[src/rtl/execute_mul_pipe.sv]
// ----------------------------------------------------------------------------
// execute_mul_pipe
//
// Pipelined RV32M multiply execute unit. Accepts one micro-op per cycle from
// the issue mul FIFO, produces mul/mulh/mulhsu/mulhu results STAGES cycles
// later on the writeback port and drives the physical-register wakeup channel
// on every successful writeback.
//
// Ports:
//   clk                  clock, all state on the rising edge
//   rst                  asynchronous, active-low reset
//   issue_valid          issue FIFO head valid
//   issue_op             0=mul 1=mulh 2=mulhsu 3=mulhu
//   issue_src1/src2      operand values
//   issue_rob_id         ROB entry of the op
//   issue_rd_phy         destination physical register
//   issue_rd_enable      op writes rd
//   issue_has_exception  op carries an upstream exception
//   issue_pop            head accepted this cycle
//   wb_valid/wb_ready    writeback handshake
//   wb_value             result (0 for excepting ops)
//   wb_rob_id            ROB entry of the result
//   wb_rd_phy            destination register of the result
//   wb_rd_enable         result writes rd
//   wb_has_exception     exception passthrough
//   fb_enable            wakeup valid
//   fb_phy_id            wakeup register index
//   fb_value             wakeup value
//   flush                kills everything in flight
// ----------------------------------------------------------------------------
module execute_mul_pipe #(
    parameter int XLEN     = 32,
    parameter int STAGES   = 3,
    parameter int ROB_ID_W = 7,
    parameter int PHY_W    = 6
) (
    input  logic                clk,
    input  logic                rst,
    input  logic                issue_valid,
    input  logic [1:0]          issue_op,
    input  logic [XLEN-1:0]     issue_src1,
    input  logic [XLEN-1:0]     issue_src2,
    input  logic [ROB_ID_W-1:0] issue_rob_id,
    input  logic [PHY_W-1:0]    issue_rd_phy,
    input  logic                issue_rd_enable,
    input  logic                issue_has_exception,
    output logic                issue_pop,
    output logic                wb_valid,
    input  logic                wb_ready,
    output logic [XLEN-1:0]     wb_value,
    output logic [ROB_ID_W-1:0] wb_rob_id,
    output logic [PHY_W-1:0]    wb_rd_phy,
    output logic                wb_rd_enable,
    output logic                wb_has_exception,
    output logic                fb_enable,
    output logic [PHY_W-1:0]    fb_phy_id,
    output logic [XLEN-1:0]     fb_value,
    input  logic                flush
);

    typedef struct packed {
        logic [XLEN-1:0]     value;
        logic [ROB_ID_W-1:0] rob_id;
        logic [PHY_W-1:0]    rd_phy;
        logic                rd_enable;
        logic                has_exception;
    } slot_t;

    localparam int LAST = STAGES - 1;

    logic [STAGES-1:0] valid_reg;
    logic [STAGES-1:0] valid_next;
    slot_t             slot_reg  [STAGES];
    slot_t             slot_next [STAGES];
    logic [STAGES-1:0] adv;

    // ------------------------------------------------------------------
    // Arithmetic. Operands are extended straight to 2*XLEN bits (sign or
    // zero as the variant requires); the low 2*XLEN bits of that product
    // are identical to the low bits of the (XLEN+1)x(XLEN+1) signed
    // product, which is all the four variants ever select.
    // ------------------------------------------------------------------
    logic              src1_signed;
    logic              src2_signed;
    logic [2*XLEN-1:0] op_a_ext;
    logic [2*XLEN-1:0] op_b_ext;
    logic [2*XLEN-1:0] product;
    logic [XLEN-1:0]   result;
    slot_t             in_slot;

    assign src1_signed = (issue_op == 2'd1) || (issue_op == 2'd2);
    assign src2_signed = (issue_op == 2'd1);
    assign op_a_ext    = {{XLEN{src1_signed & issue_src1[XLEN-1]}}, issue_src1};
    assign op_b_ext    = {{XLEN{src2_signed & issue_src2[XLEN-1]}}, issue_src2};
    assign product     = op_a_ext * op_b_ext;

    always_comb begin
        result = '0;
        if (!issue_has_exception) begin
            if (issue_op == 2'd0) begin
                result = product[XLEN-1:0];
            end else begin
                result = product[2*XLEN-1:XLEN];
            end
        end
    end

    always_comb begin
        in_slot               = '0;
        in_slot.value         = result;
        in_slot.rob_id        = issue_rob_id;
        in_slot.rd_phy        = issue_rd_phy;
        in_slot.rd_enable     = issue_rd_enable;
        in_slot.has_exception = issue_has_exception;
    end

    // ------------------------------------------------------------------
    // Advance logic. A stage may move when any stage from itself to the
    // output is empty, or the output is draining; this is the unrolled
    // form of adv[i] = !v[i] | adv[i+1] and collapses bubbles while the
    // output is stalled.
    // ------------------------------------------------------------------
    generate
        for (genvar gi = 0; gi < STAGES; gi++) begin : g_stage
            assign adv[gi] = wb_ready | ~(&valid_reg[LAST:gi]);

            if (gi == 0) begin : g_head
                assign valid_next[gi] = flush ? 1'b0
                                      : (adv[gi] ? issue_pop : valid_reg[gi]);
                assign slot_next[gi]  = adv[gi] ? in_slot : slot_reg[gi];
            end else begin : g_body
                assign valid_next[gi] = flush ? 1'b0
                                      : (adv[gi] ? valid_reg[gi-1] : valid_reg[gi]);
                assign slot_next[gi]  = adv[gi] ? slot_reg[gi-1] : slot_reg[gi];
            end
        end
    endgenerate

    // Reset is folded in so the pop strobe drops the moment rst falls,
    // not only after the valid bits have been cleared.
    assign issue_pop = issue_valid & adv[0] & ~flush & rst;

    always_ff @(posedge clk or negedge rst) begin
        if (!rst) begin
            valid_reg <= '0;
            for (int i = 0; i < STAGES; i++) begin
                slot_reg[i] <= '0;
            end
        end else begin
            valid_reg <= valid_next;
            for (int i = 0; i < STAGES; i++) begin
                slot_reg[i] <= slot_next[i];
            end
        end
    end

    // ------------------------------------------------------------------
    // Writeback and wakeup, driven from the last slot.
    // ------------------------------------------------------------------
    assign wb_valid         = valid_reg[LAST] & ~flush;
    assign wb_value         = slot_reg[LAST].value;
    assign wb_rob_id        = slot_reg[LAST].rob_id;
    assign wb_rd_phy        = slot_reg[LAST].rd_phy;
    assign wb_rd_enable     = slot_reg[LAST].rd_enable;
    assign wb_has_exception = slot_reg[LAST].has_exception;

    assign fb_enable = wb_valid & wb_ready & slot_reg[LAST].rd_enable
                     & ~slot_reg[LAST].has_exception;
    assign fb_phy_id = slot_reg[LAST].rd_phy;
    assign fb_value  = slot_reg[LAST].value;

endmodule

[config.mk]
export PLATFORM = sky130hd
export DESIGN_NAME = execute_mul_pipe
export DESIGN_NICKNAME = d
export VERILOG_FILES = /design/src/rtl/execute_mul_pipe.sv
export SDC_FILE = /design/constraint.sdc
export NUM_CORES = 2
export LEC_CHECK = 0
export BUFFER_PORTS_ARGS = -buffer_cell sky130_fd_sc_hd__buf_2
export CORE_MARGIN = 2
export CORE_UTILIZATION = 55
export DETAILED_ROUTE_END_ITERATION = 8
export GPL_TIMING_DRIVEN = 0
export MAX_ROUTING_LAYER = met4
export PLACE_DENSITY = 0.72
export SYNTH_ARGS = -nofsm -noshare
export SYNTH_HDL_FRONTEND = slang
export SYNTH_SLANG_ARGS = --single-unit
[constraint.sdc]
create_clock -name clk -period 3.66 [get_ports clk]
set_input_delay 1.098 -clock clk [delete_from_list [all_inputs] [get_ports clk]]
set_output_delay 1.098 -clock clk [all_outputs]
set_load 0.03 [all_outputs]
## After elaboration in Yosys (flattened, before gate mapping)

Cells that the tools add are included.

- Register bits: 144
- Input bits: 86
- Output and inout port bits: 88
- Word-level logic and storage cells: 53

- $mul: 1
- Equal/unequal tests: 2
- Muxes and demuxes: 8
- Bitwise gates (word level): 17
- Reductions and logical operators: 7

Operators by type and width:

| cell | count |
|---|---|
| $mul 33x33->64 | 1 |
| $mux 32 | 2 |
| $and 1x1->1 | 9 |
| $mux 1 | 6 |
| $reduce_bool 2->1 | 3 |
| $not 1->1 | 5 |
| $or 1x1->1 | 3 |
| $reduce_and 3->1 | 1 |
| $eq 2x1->1 const B | 1 |
| $eq 2x2->1 const B | 1 |
| $logic_not 2->1 | 1 |
| $reduce_and 2->1 | 1 |
| $logic_or 1x1->1 | 1 |

## Longest topological paths before layout

- Depth after elaboration: 8
- Gate-level depth with buffers: 31

## Least setup slack after synthesis

No wires, ideal clock.

- Path kind: input -> register
- From: in issue_op[1]
- To: reg slot_reg[135] in the netlist's numbering
- Setup time: 0.126 ns
- Data arrival time: 8.811 ns
- Data required time: 3.534 ns
- Slack: -5.277 ns
- Stages on the path: 28
- Buffers on the path: 1
- Cell sequence: inv_1 > ha_1 > and2_0 > clkbuf_1 > nand2_1 > inv_1 > fa_1 > inv_1 > fa_1 > inv_1 > fa_1 > fa_1 > inv_1 > fa_1 > inv_1 > fa_1 > inv_1 > fa_1 > fa_1 > inv_1 > ha_1 > and3_1 > nand4_1 > or3_1 > o211ai_1 > nand2_1 > xnor2_1 > a221o_1

- Longest elaborated chain between the ends: 6

Ends and longest elaborated chain:

| item | RTL line | RTL |
|---|---|---|
| from (decl) | 40 | `input logic [1:0] issue_op,` |
| $eq 2x1->1 or $eq 2x2->1 (tied branches) | 91, 92 |  |
| $logic_or 1x1->1 | 91 | `assign src1_signed = (issue_op == 2'd1) \|\| (issue_op == 2'd2);` |
| $and 1x1->1 | 93 | `assign op_a_ext = {{XLEN{src1_signed & issue_src1[XLEN-1]}}, issue_src1};` |
| $mul 33x33->64 | 95 | `assign product = op_a_ext * op_b_ext;` |
| $mux 32 * | 100 | `if (issue_op == 2'd0) begin` |
| $mux 32 * | 99 | `if (!issue_has_exception) begin` |
| to (signal, indexed assignment) | 152 | `slot_reg[i] <= slot_next[i];` |
| to (decl) | 73 | `slot_t slot_reg [STAGES];` |

Mark *: on every way between the ends. The rest lies on a longest branch, timed or not.
A chain may end at the register's enable or synchronous reset.

## Worst setup path in the final report

- From: in issue_op[0]
- To: reg slot_reg[136] in the netlist's numbering

The elaborated chain is that of the path after synthesis.

==> run metrics <==
run status finished, violations left; failing checks negative setup slack; grt ovf 0; max cap viols 0; Avg Cell Area, Syn 9.09 sq um; Synth Flop Type dfrtp_1; largest stage delay on the critical path between 0.6 and 0.7 ns; die area 0.0831 sq mm; highest routed metal layer met4; crit path kind input port to flop; most frequent cells in the layout inv_1 (1140), fa_1 (1065), nand2_1 (994); Mapped Area 0.0444 sq mm; first-pass GRT wire length between 200000 and 250000 um; Critical Path Source Type input port; largest net degree at the start of global routing approximately 90; critical path's slowest cell fa_2; row count 104; RSZ-0062 raised after global routing true; H-tree depth 4; Clock Path Buffers 2; min-delay worst type flop to flop; CORE AREA 0.0803 sq mm; Final Skew 0.00748 ns; RePlAce Congestion 1.08; Met2 Wirelength 72000 um; initial antenna violation count 11; Period minus WS final 8.51 ns; FFs w/ async S/R, synth 100%; Final period util 233%; die height 288 um; TritonCTS clock tree done; min-delay src slot_reg[104]; final setup vio count 32; EDFF count, synth 0; I/O pin count roughly 170; clock latency on the worst-skew pair 0.43 ns; post-synth cell types 73; Slew headroom around two fifths; via count between 30000 and 40000; final hold vios 0; end of the worst register-to-register path slot_reg[140]; Final WS setup -4.85 ns; met3 routed WL 19900 um; Area Overhead vs Synth 18.9%; CTS Buf Count 17; initial drt markers roughly 3600; R2R cell count 11; wire length per cell 25.8 um; Tot GR Track Use between 40 and 50%; crit path DAT around 8.8 ns; crit-path max FO 7; Post-route DRC 0; Worst-path clk slew 0.06 ns; DRT Pass-1 Iters 6; initial core utilization between 50% and 60%; via/cell ratio 5.71; FF-to-FF Start valid_reg[2]; clk sinks 144; WP data required 3.95 ns; syn_nets 6313; Hold Path Stages 2; root buffer cell clkbuf_16; Antenna Nets Post-Route 0; sequential element share of the synthesized area 8.11%; Tightest Pin Transition between 0.8 and 0.9 ns; final slew viol count 0; total wire length 164000 um; max FFs per register 94; fin nets roughly 6700; layout cells sized above 1 20.2%; max frequency 117 MHz; flop-to-flop setup slack 0.85 ns; Synth Warn # 0; vias in the first global route around 38000; Post-DP HPWL 131000 um; CP endpoint kind flop; Yosys reg bits roughly 140; die width 288 um; Port-buffer cells 170; most common cell after layout, fill and taps aside inv_1; Fin Setup TNS -140.89 ns; WHS Endpoint slot_reg[104]; Syn Inst Count 4888; Met1 Routed Length 57000 um
[cell type report]
class,count,area (sq um)
well taps,1060,1330
fillers,6450,27400
inverters,1197,4540
flip-flops and latches,144,3600
clock inverters,13,120
plain buffers,323,3630
diodes,11,27.5
clock buffers,19,443
multi-input cells,3212,36300
repair buffers,366,2890
[what timing repair did]
item / CTS / global route
pin swaps: 153 / 135
buffers inserted: 146 / 50
gates resized for setup: 689 / 143
hold endpoints to repair: 0 / 0
endpoints found under the setup margin: 33 / 33
cloned: 1 / 1
hold buffers: 0 / 0
[layer usage]
metal / track usage [%] / vias to the layer above
li1: - / 14757
met1: 51.2 / 18444
met2: 61.9 / 2343
met3: 10.7 / 657
met4: 28.5 / 0
met5: - / -
[worst max path at each step]
| stage | start | endpoint | slack, ns | cells past startpoint |
|---|---|---|---|---|
| 6_report | issue_op[0] | slot_reg[136] | -4.85 | 31 |
| 3_5_place_dp | issue_op[1] | slot_reg[135] | -5.97 | 29 |
| 5_1_grt | issue_op[0] | slot_reg[137] | -4.96 | 32 |
| 2_1_floorplan | issue_op[1] | slot_reg[135] | -4.55 | 28 |
| 3_3_place_gp | issue_op[1] | slot_reg[135] | -5.86 | 29 |
| 4_1_cts | issue_op[0] | slot_reg[135] | -4.70 | 30 |
[kinds of logic (layout without fill, tap and decap cells)]
kind of cell	Yosys count	count (layout)	synth area share (%)
AOI/OAI and AO/OA	266	266	4.07
xor gates and xnor gates	71	71	1.40
adders and majority gates	1339	1339	56.7
buffers and inverters	1532	1918	13.7
DFF	144	144	8.11
muxes	53	53	1.33
other	0	11	0
and+or+nand+nor	1483	1483	14.7
[metrics by stage]
| step | cell area [sq um] | hold slack [ns] | util (%) | worst slack, ns | cells |
|---|---|---|---|---|---|
| 2_1_floorplan | 45200 | 0.433 | - | -4.55 | 4888 |
| 3_3_place_gp | 47400 | 0.444 | 59.0 | -5.86 | 6118 |
| 3_5_place_dp | 47400 | 0.452 | 59.1 | -5.97 | 6119 |
| 4_1_cts | 52000 | 0.466 | 64.8 | -4.70 | 6290 |
| 5_1_grt | 52900 | 0.481 | 65.8 | -4.96 | 6341 |
| 6_report | 52900 | 0.467 | 65.8 | -4.85 | 6345 |
[synth_stat cells, types with 5 or more instances]
cell	instances	area share, %
nand2_1	1025	8.7
fa_1	1125	51
mux2i_1	6	0.14
o21a_1	8	0.14
a31oi_1	10	0.14
nand2b_1	7	0.099
or3_1	7	0.099
buf_2	8	0.090
a21oi_2	8	0.16
buf_4	83	1.4
dfrtp_1	144	8.1
and3_1	29	0.41
nor2_1	68	0.57
o22ai_1	5	0.070
or2_2	11	0.15
a22oi_1	17	0.29
o2111ai_1	5	0.099
a21oi_1	72	0.81
a22o_1	8	0.16
o21ai_1	8	0.090
o21bai_1	6	0.10
o211ai_1	9	0.15
mux2_2	47	1.2
nand4_1	19	0.27
nor2b_1	5	0.070
and2_1	280	3.9
a21o_1	27	0.46
xnor2_1	44	0.87
inv_1	1197	10
xor2_1	27	0.53
nand3_1	15	0.17
nor3_1	7	0.079
ha_1	214	6.0
o21ai_0	43	0.48
clkbuf_1	239	2.0
[critical path: cells and delay by family]
family                     cells  cell delay, ns
xor gates and xnor gates       1            0.20
buffers and inverters         11            0.99
adders and majority gates     10            4.76
AOI/OAI and AO/OA              6            1.19
and+or+nand+nor                3            0.52
Power is left out: the tool's default activity adds up to more than one toggle a clock period on the data nets, which glitch-free logic cannot reach.
